File: src/rtl/matrix_pkg.sv
// Shared constants, frame type and scan FSM states for the LED matrix scan driver.
// The S_BLANK state is present only when MATRIX_BLANK_EN is defined.
package matrix_pkg;

  localparam int ROWS = 16;
  localparam int COLS = 16;

  typedef logic [ROWS-1:0][COLS-1:0] pixel_frame_t;

`ifdef MATRIX_BLANK_EN
  typedef enum logic [1:0] {
    S_LATCH = 2'd0,
    S_DRIVE = 2'd1,
    S_BLANK = 2'd2
  } scan_state_t;
`else
  typedef enum logic [1:0] {
    S_LATCH = 2'd0,
    S_DRIVE = 2'd1
  } scan_state_t;
`endif

endpackage

File: src/rtl/matrix_scan_driver_row_decoder.sv
// 4-to-16 one-hot row select; all-zero output while the enable is low.
module row_decoder (
  input  logic [3:0]  idx_i,
  input  logic        en_i,
  output logic [15:0] onehot_o
);

  always_comb begin
    onehot_o = '0;
    if (en_i) onehot_o[idx_i] = 1'b1;
  end

endmodule

File: src/rtl/matrix_scan_driver.sv
// Row-multiplexed red/green LED matrix driver: snapshot a frame, then drive rows 0..15 in turn.
// Define MATRIX_BLANK_EN to insert BLANK dead cycles after every row (anti-ghosting).
module matrix_scan_driver
  import matrix_pkg::*;
#(
  parameter int DWELL = 1024,
  parameter int BLANK = 16
) (
  input  logic                 clk,
  input  logic                 reset,
  input  logic [15:0][15:0]    RedPixels,
  input  logic [15:0][15:0]    GrnPixels,
  output logic [15:0]          RowSink,
  output logic [15:0]          RedDriver,
  output logic [15:0]          GrnDriver,
  output logic                 frame_start,
  output logic [1:0]           scan_state_o
);

  localparam int CNT_MAX = (DWELL > BLANK) ? DWELL : BLANK;
  localparam int CW      = $clog2(CNT_MAX) + 1;
  localparam logic [CW-1:0] DWELL_LAST = CW'(DWELL - 1);
`ifdef MATRIX_BLANK_EN
  localparam logic [CW-1:0] BLANK_LAST = CW'(BLANK - 1);
`endif
  localparam logic [3:0] LAST_ROW = 4'(ROWS - 1);

  // Handshake: none. Inputs are sampled only in S_LATCH; outputs are Moore and
  // forced to zero while reset is high.

  scan_state_t  state_q, state_d;
  logic [3:0]   row_q, row_d;
  logic [CW-1:0] cnt_q, cnt_d;
  pixel_frame_t red_buf_q, grn_buf_q;
  logic         load_buf;
  logic         drive_en;

  assign load_buf = (state_q == S_LATCH);

  always_ff @(posedge clk) begin
    if (reset) begin
      state_q   <= S_LATCH;
      row_q     <= '0;
      cnt_q     <= '0;
      red_buf_q <= '0;
      grn_buf_q <= '0;
    end else begin
      state_q <= state_d;
      row_q   <= row_d;
      cnt_q   <= cnt_d;
      if (load_buf) begin
        red_buf_q <= RedPixels;
        grn_buf_q <= GrnPixels;
      end
    end
  end

  always_comb begin
    state_d = state_q;
    row_d   = row_q;
    cnt_d   = cnt_q + 1'b1;
    case (state_q)
      S_LATCH: begin
        state_d = S_DRIVE;
        row_d   = '0;
        cnt_d   = '0;
      end
      S_DRIVE: begin
        if (cnt_q == DWELL_LAST) begin
          cnt_d = '0;
`ifdef MATRIX_BLANK_EN
          state_d = S_BLANK;
`else
          if (row_q == LAST_ROW) begin
            state_d = S_LATCH;
            row_d   = '0;
          end else begin
            row_d = row_q + 4'd1;
          end
`endif
        end
      end
`ifdef MATRIX_BLANK_EN
      S_BLANK: begin
        if (cnt_q == BLANK_LAST) begin
          cnt_d = '0;
          if (row_q == LAST_ROW) begin
            state_d = S_LATCH;
            row_d   = '0;
          end else begin
            state_d = S_DRIVE;
            row_d   = row_q + 4'd1;
          end
        end
      end
`endif
      default: begin
        state_d = S_LATCH;
        row_d   = '0;
        cnt_d   = '0;
      end
    endcase
  end

  // Outputs come only from registered state/row/buffers, gated off during reset.
  assign drive_en    = !reset && (state_q == S_DRIVE);
  assign frame_start = !reset && (state_q == S_LATCH);

  row_decoder u_row_decoder (
    .idx_i    (row_q),
    .en_i     (drive_en),
    .onehot_o (RowSink)
  );

  always_comb begin
    RedDriver = '0;
    GrnDriver = '0;
    if (drive_en) begin
      RedDriver = red_buf_q[row_q];
      GrnDriver = grn_buf_q[row_q];
    end
  end

  assign scan_state_o = state_q;

endmodule

File: config.mk
export PLATFORM = sky130hd
export DESIGN_NAME = matrix_scan_driver
export DESIGN_NICKNAME = d
export VERILOG_FILES = /design/src/rtl/matrix_pkg.sv /design/src/rtl/matrix_scan_driver_row_decoder.sv /design/src/rtl/matrix_scan_driver.sv
export SDC_FILE = /design/constraint.sdc
export NUM_CORES = 1
export LEC_CHECK = 0
export CELL_PAD_IN_SITES_DETAIL_PLACEMENT = 1
export CELL_PAD_IN_SITES_GLOBAL_PLACEMENT = 1
export CORE_MARGIN = 1
export CORE_UTILIZATION = 38
export DETAILED_ROUTE_END_ITERATION = 7
export PLACE_DENSITY_LB_ADDON = 0.1
export SYNTH_ARGS = -nofsm -noshare
export SYNTH_HDL_FRONTEND = slang
export SYNTH_SLANG_ARGS = --single-unit
File: constraint.sdc
create_clock -name clk -period 2.36 [get_ports clk]
set_input_delay 0.354 -clock clk [delete_from_list [all_inputs] [get_ports clk]]
set_output_delay 0.354 -clock clk [all_outputs]
set_load 0.01 [all_outputs]
==> summary.txt <==
core area -> 0.0581 mm^2
H-tree depth -> 2
fillcell total -> 6,065
initial antenna violation count -> 44
Crit-path slowest cell -> mux4_2
crit path capture type -> output port
Primary FF master, synth -> dfxtp_1
failing checks -> negative setup slack
Final #Nets -> 3,179
Layout Skew -> 23.2 ps
final hold vios -> 0
largest delay contributor family on the critical path -> buffers and inverters
worst skew pair latency -> 610 ps
asr flop ratio synth -> 0%
Cell Count, Final, Fillers Out -> 3,500
sequential fraction of the synthesis area -> 46.8%
f_max -> 349 MHz
port buffer count -> 563
Area after DPL -> 0.0295 mm^2
Max-Cap Viols -> 0
final wirelength -> 83,000 um
Post-synth EDFFs -> 0
cts bufs inserted -> 58
Synth cell types -> 42
min-delay worst type -> in2reg
cells along the critical path -> buf_12 > buf_8 > buf_16 > buf_6 > mux4_2 > a22oi_2 > nand2_1 > buf_2
Slew Viols, Final -> 0
WS Path Type -> reg2out
per-cell routed wire length -> 23.7 um
Vias -> 18.1k
relative max-transition margin -> 23.2%
Root Buffer -> clkbuf_16
Placed Instances -> 3,300
layout cells sized above 1 -> 19.7%
synth warn -> 0
row count -> 88
1st-pass router iterations -> 5
Hold-fix buffers, CTS -> 0
VDD IR-drop max -> 0.000552 V
Initial DRC Count -> 1,007
Req. time, crit path -> 2010 ps
synth-to-layout area growth -> 46.1%
gr ovfl total -> 0
synthesized area -> 0.0226 mm^2
Total Neg Setup Slack -> -12,450 ps
most frequent cell after synthesis -> nor2_1
total track usage -> 26.6%
vias in the first global route -> 19.3k
Remaining DRCs -> 0
gp weighted congestion -> 0.856
worst setup margin -> -508 ps
Sink Count -> 528
DP HPWL -> 58,900 um
ranking of synthesized cells by area -> dfxtp_1 (47%), mux2i_1 (23%), mux4_2 (11%), nor2_1 (9.0%), mux4_1 (2.2%)
# IOs -> 565
Synth top area share -> 46.8%
cell taking the most area after synthesis -> dfxtp_1
largest net degree at the start of global routing -> 235
Die Area -> 0.0604 mm^2
Pwr Density -> 662 mW/mm^2
Tcrit/Tclk final -> 122%
vias per cell -> 5.17
Die Span X -> 246 um
Syn Area/Cell -> 11.1 um^2
initial core utilization -> 38.8%
most instantiated cells after synthesis -> nor2_1 (540), dfxtp_1 (528), mux2i_1 (514), mux4_2 (108), buf_2 (86)
status -> finished, violations left
setup repair after global routing missed its margin -> true
gate count of the mapped netlist -> 2,032
Final ANT Viol Nets -> 0
Clock Path Buffers -> 3
first-pass GRT wire length -> 120,000 um
Buf/Inv on CP -> 5
Syn Nets -> 2,551
Final Setup Violations -> 36
dpl ws -> -288 ps
Leak Pwr -> 14.0 nW
Clock transition at path regs -> 60 ps
Worst Setup Start Kind -> flop
CP Max Fanout -> 4
slowest cell delay on critical path -> 540 ps
design area -> 0.0330 mm^2
CTS tree -> done
crit path DAT -> 2510 ps
Seq cells post-synth -> 528
Least-Margin Pin Slew -> 1150 ps
fin util -> 56.7%
Tmin final -> 2870 ps
Chip Height -> 246 um
==> tightest hold or removal path, stage by stage <==
cell and delay (ps):
clkdlybuf4s50_1 390, mux2i_1 120, nor2_1 50
==> registers in the layout, summed over array words and instances, names as in the netlist <==
name          cells
cnt_q            11
red_buf_q       256
scan_state_o      1
grn_buf_q       256
row_q             4
==> final timing paths <==
check | start | endpoint | slack, ps | cells after the start
worst max-delay path | row_q[0] | RedDriver[3] | -510 | 8
worst max register to register | scan_state_o[0] | grn_buf_q[245] | 390 | 4
worst min register to register | cnt_q[0] | cnt_q[0] | 480 | 1
worst min-delay path | RedPixels[70] | red_buf_q[70] | 350 | 3
==> layout by cell type, fill, tap and decap left out, types with 4 or more instances in the layout <==
cell / instances
clkbuf_16: 64
ha_4: 4
buf_4: 83
clkdlybuf4s50_1: 513
buf_16: 6
nand2_2: 17
mux2i_1: 514
a22oi_2: 48
nand2_4: 4
clkinv_2: 13
mux4_2: 117
buf_8: 5
bufinv_16: 6
nor2_4: 10
clkbuf_1: 10
mux4_1: 10
buf_6: 62
buf_2: 19
a22oi_1: 15
xor2_1: 5
nand2_1: 17
diode_2: 31
dfxtp_4: 4
dfxtp_1: 524
nor2_1: 528
buf_12: 36
clkbuf_8: 9
==> area by class of cell <==
| type | instances | area (um^2) | area share, % |
|---|---|---|---|
| multi-input cells | 1337 | 11700 | 35.4 |
| repair buffers | 731 | 7680 | 23.3 |
| clock buffers | 81 | 1710 | 5.20 |
| diodes | 31 | 77.6 | 0.235 |
| flip-flops and latches | 528 | 10600 | 32.1 |
| inverters | 4 | 20.0 | 0.0607 |
| well taps | 765 | 957 | 2.90 |
| clock inverters | 23 | 279 | 0.846 |
==> what timing repair did <==
action,CTS,global route
setup buffers,48,13
pin swaps,30,22
gates resized for setup,369,46
endpoints found under the setup margin,50,43
gates cloned,7,2
==> cell families (layout without fill, tap and decap cells) <==
kind of cell               after synthesis  in the layout  synth area share [%]
muxes                                  641            641                  35.8
and+or+nand+nor                        606            606                  10.5
DFF                                    528            528                  46.8
buffers and inverters                  167            839                  3.79
AOI/OAI and AO/OA                       77             77                  2.55
xor gates and xnor gates                 7              7                 0.272
adders and majority gates                5              5                 0.277
other                                    1             32                0.0166
==> report_power, final <==
| part | total, mW | internal, mW | switching (mW) | leakage, nW |
|---|---|---|---|---|
| Sequential | 9.77 | 9.45 | 0.327 | 4.36 |
| Clock | 9.50 | 5.69 | 3.81 | 0.989 |
| Combinational | 2.55 | 1.53 | 1.02 | 8.61 |
==> stage by stage <==
stage,power (mW),hold WS (ps)
after floorplan,11.1,426
after global placement,12.3,440
after detailed placement,12.4,476
after CTS,22.0,300
after global routing,22.6,336
final,21.8,347
==> metal layers <==
| layer | GRT usage (%) | share of wire [%] | vias up |
|---|---|---|---|
| li1 | - | - | 8440 |
| met5 | 0 | 0.24 | - |
| met3 | 5.87 | 5.4 | 149 |
| met4 | 10.7 | 3.1 | 30 |
| met1 | 32.9 | 42 | 9019 |
| met2 | 44.8 | 49 | 456 |
No activity file was read; power rests on OpenSTA's default activity.
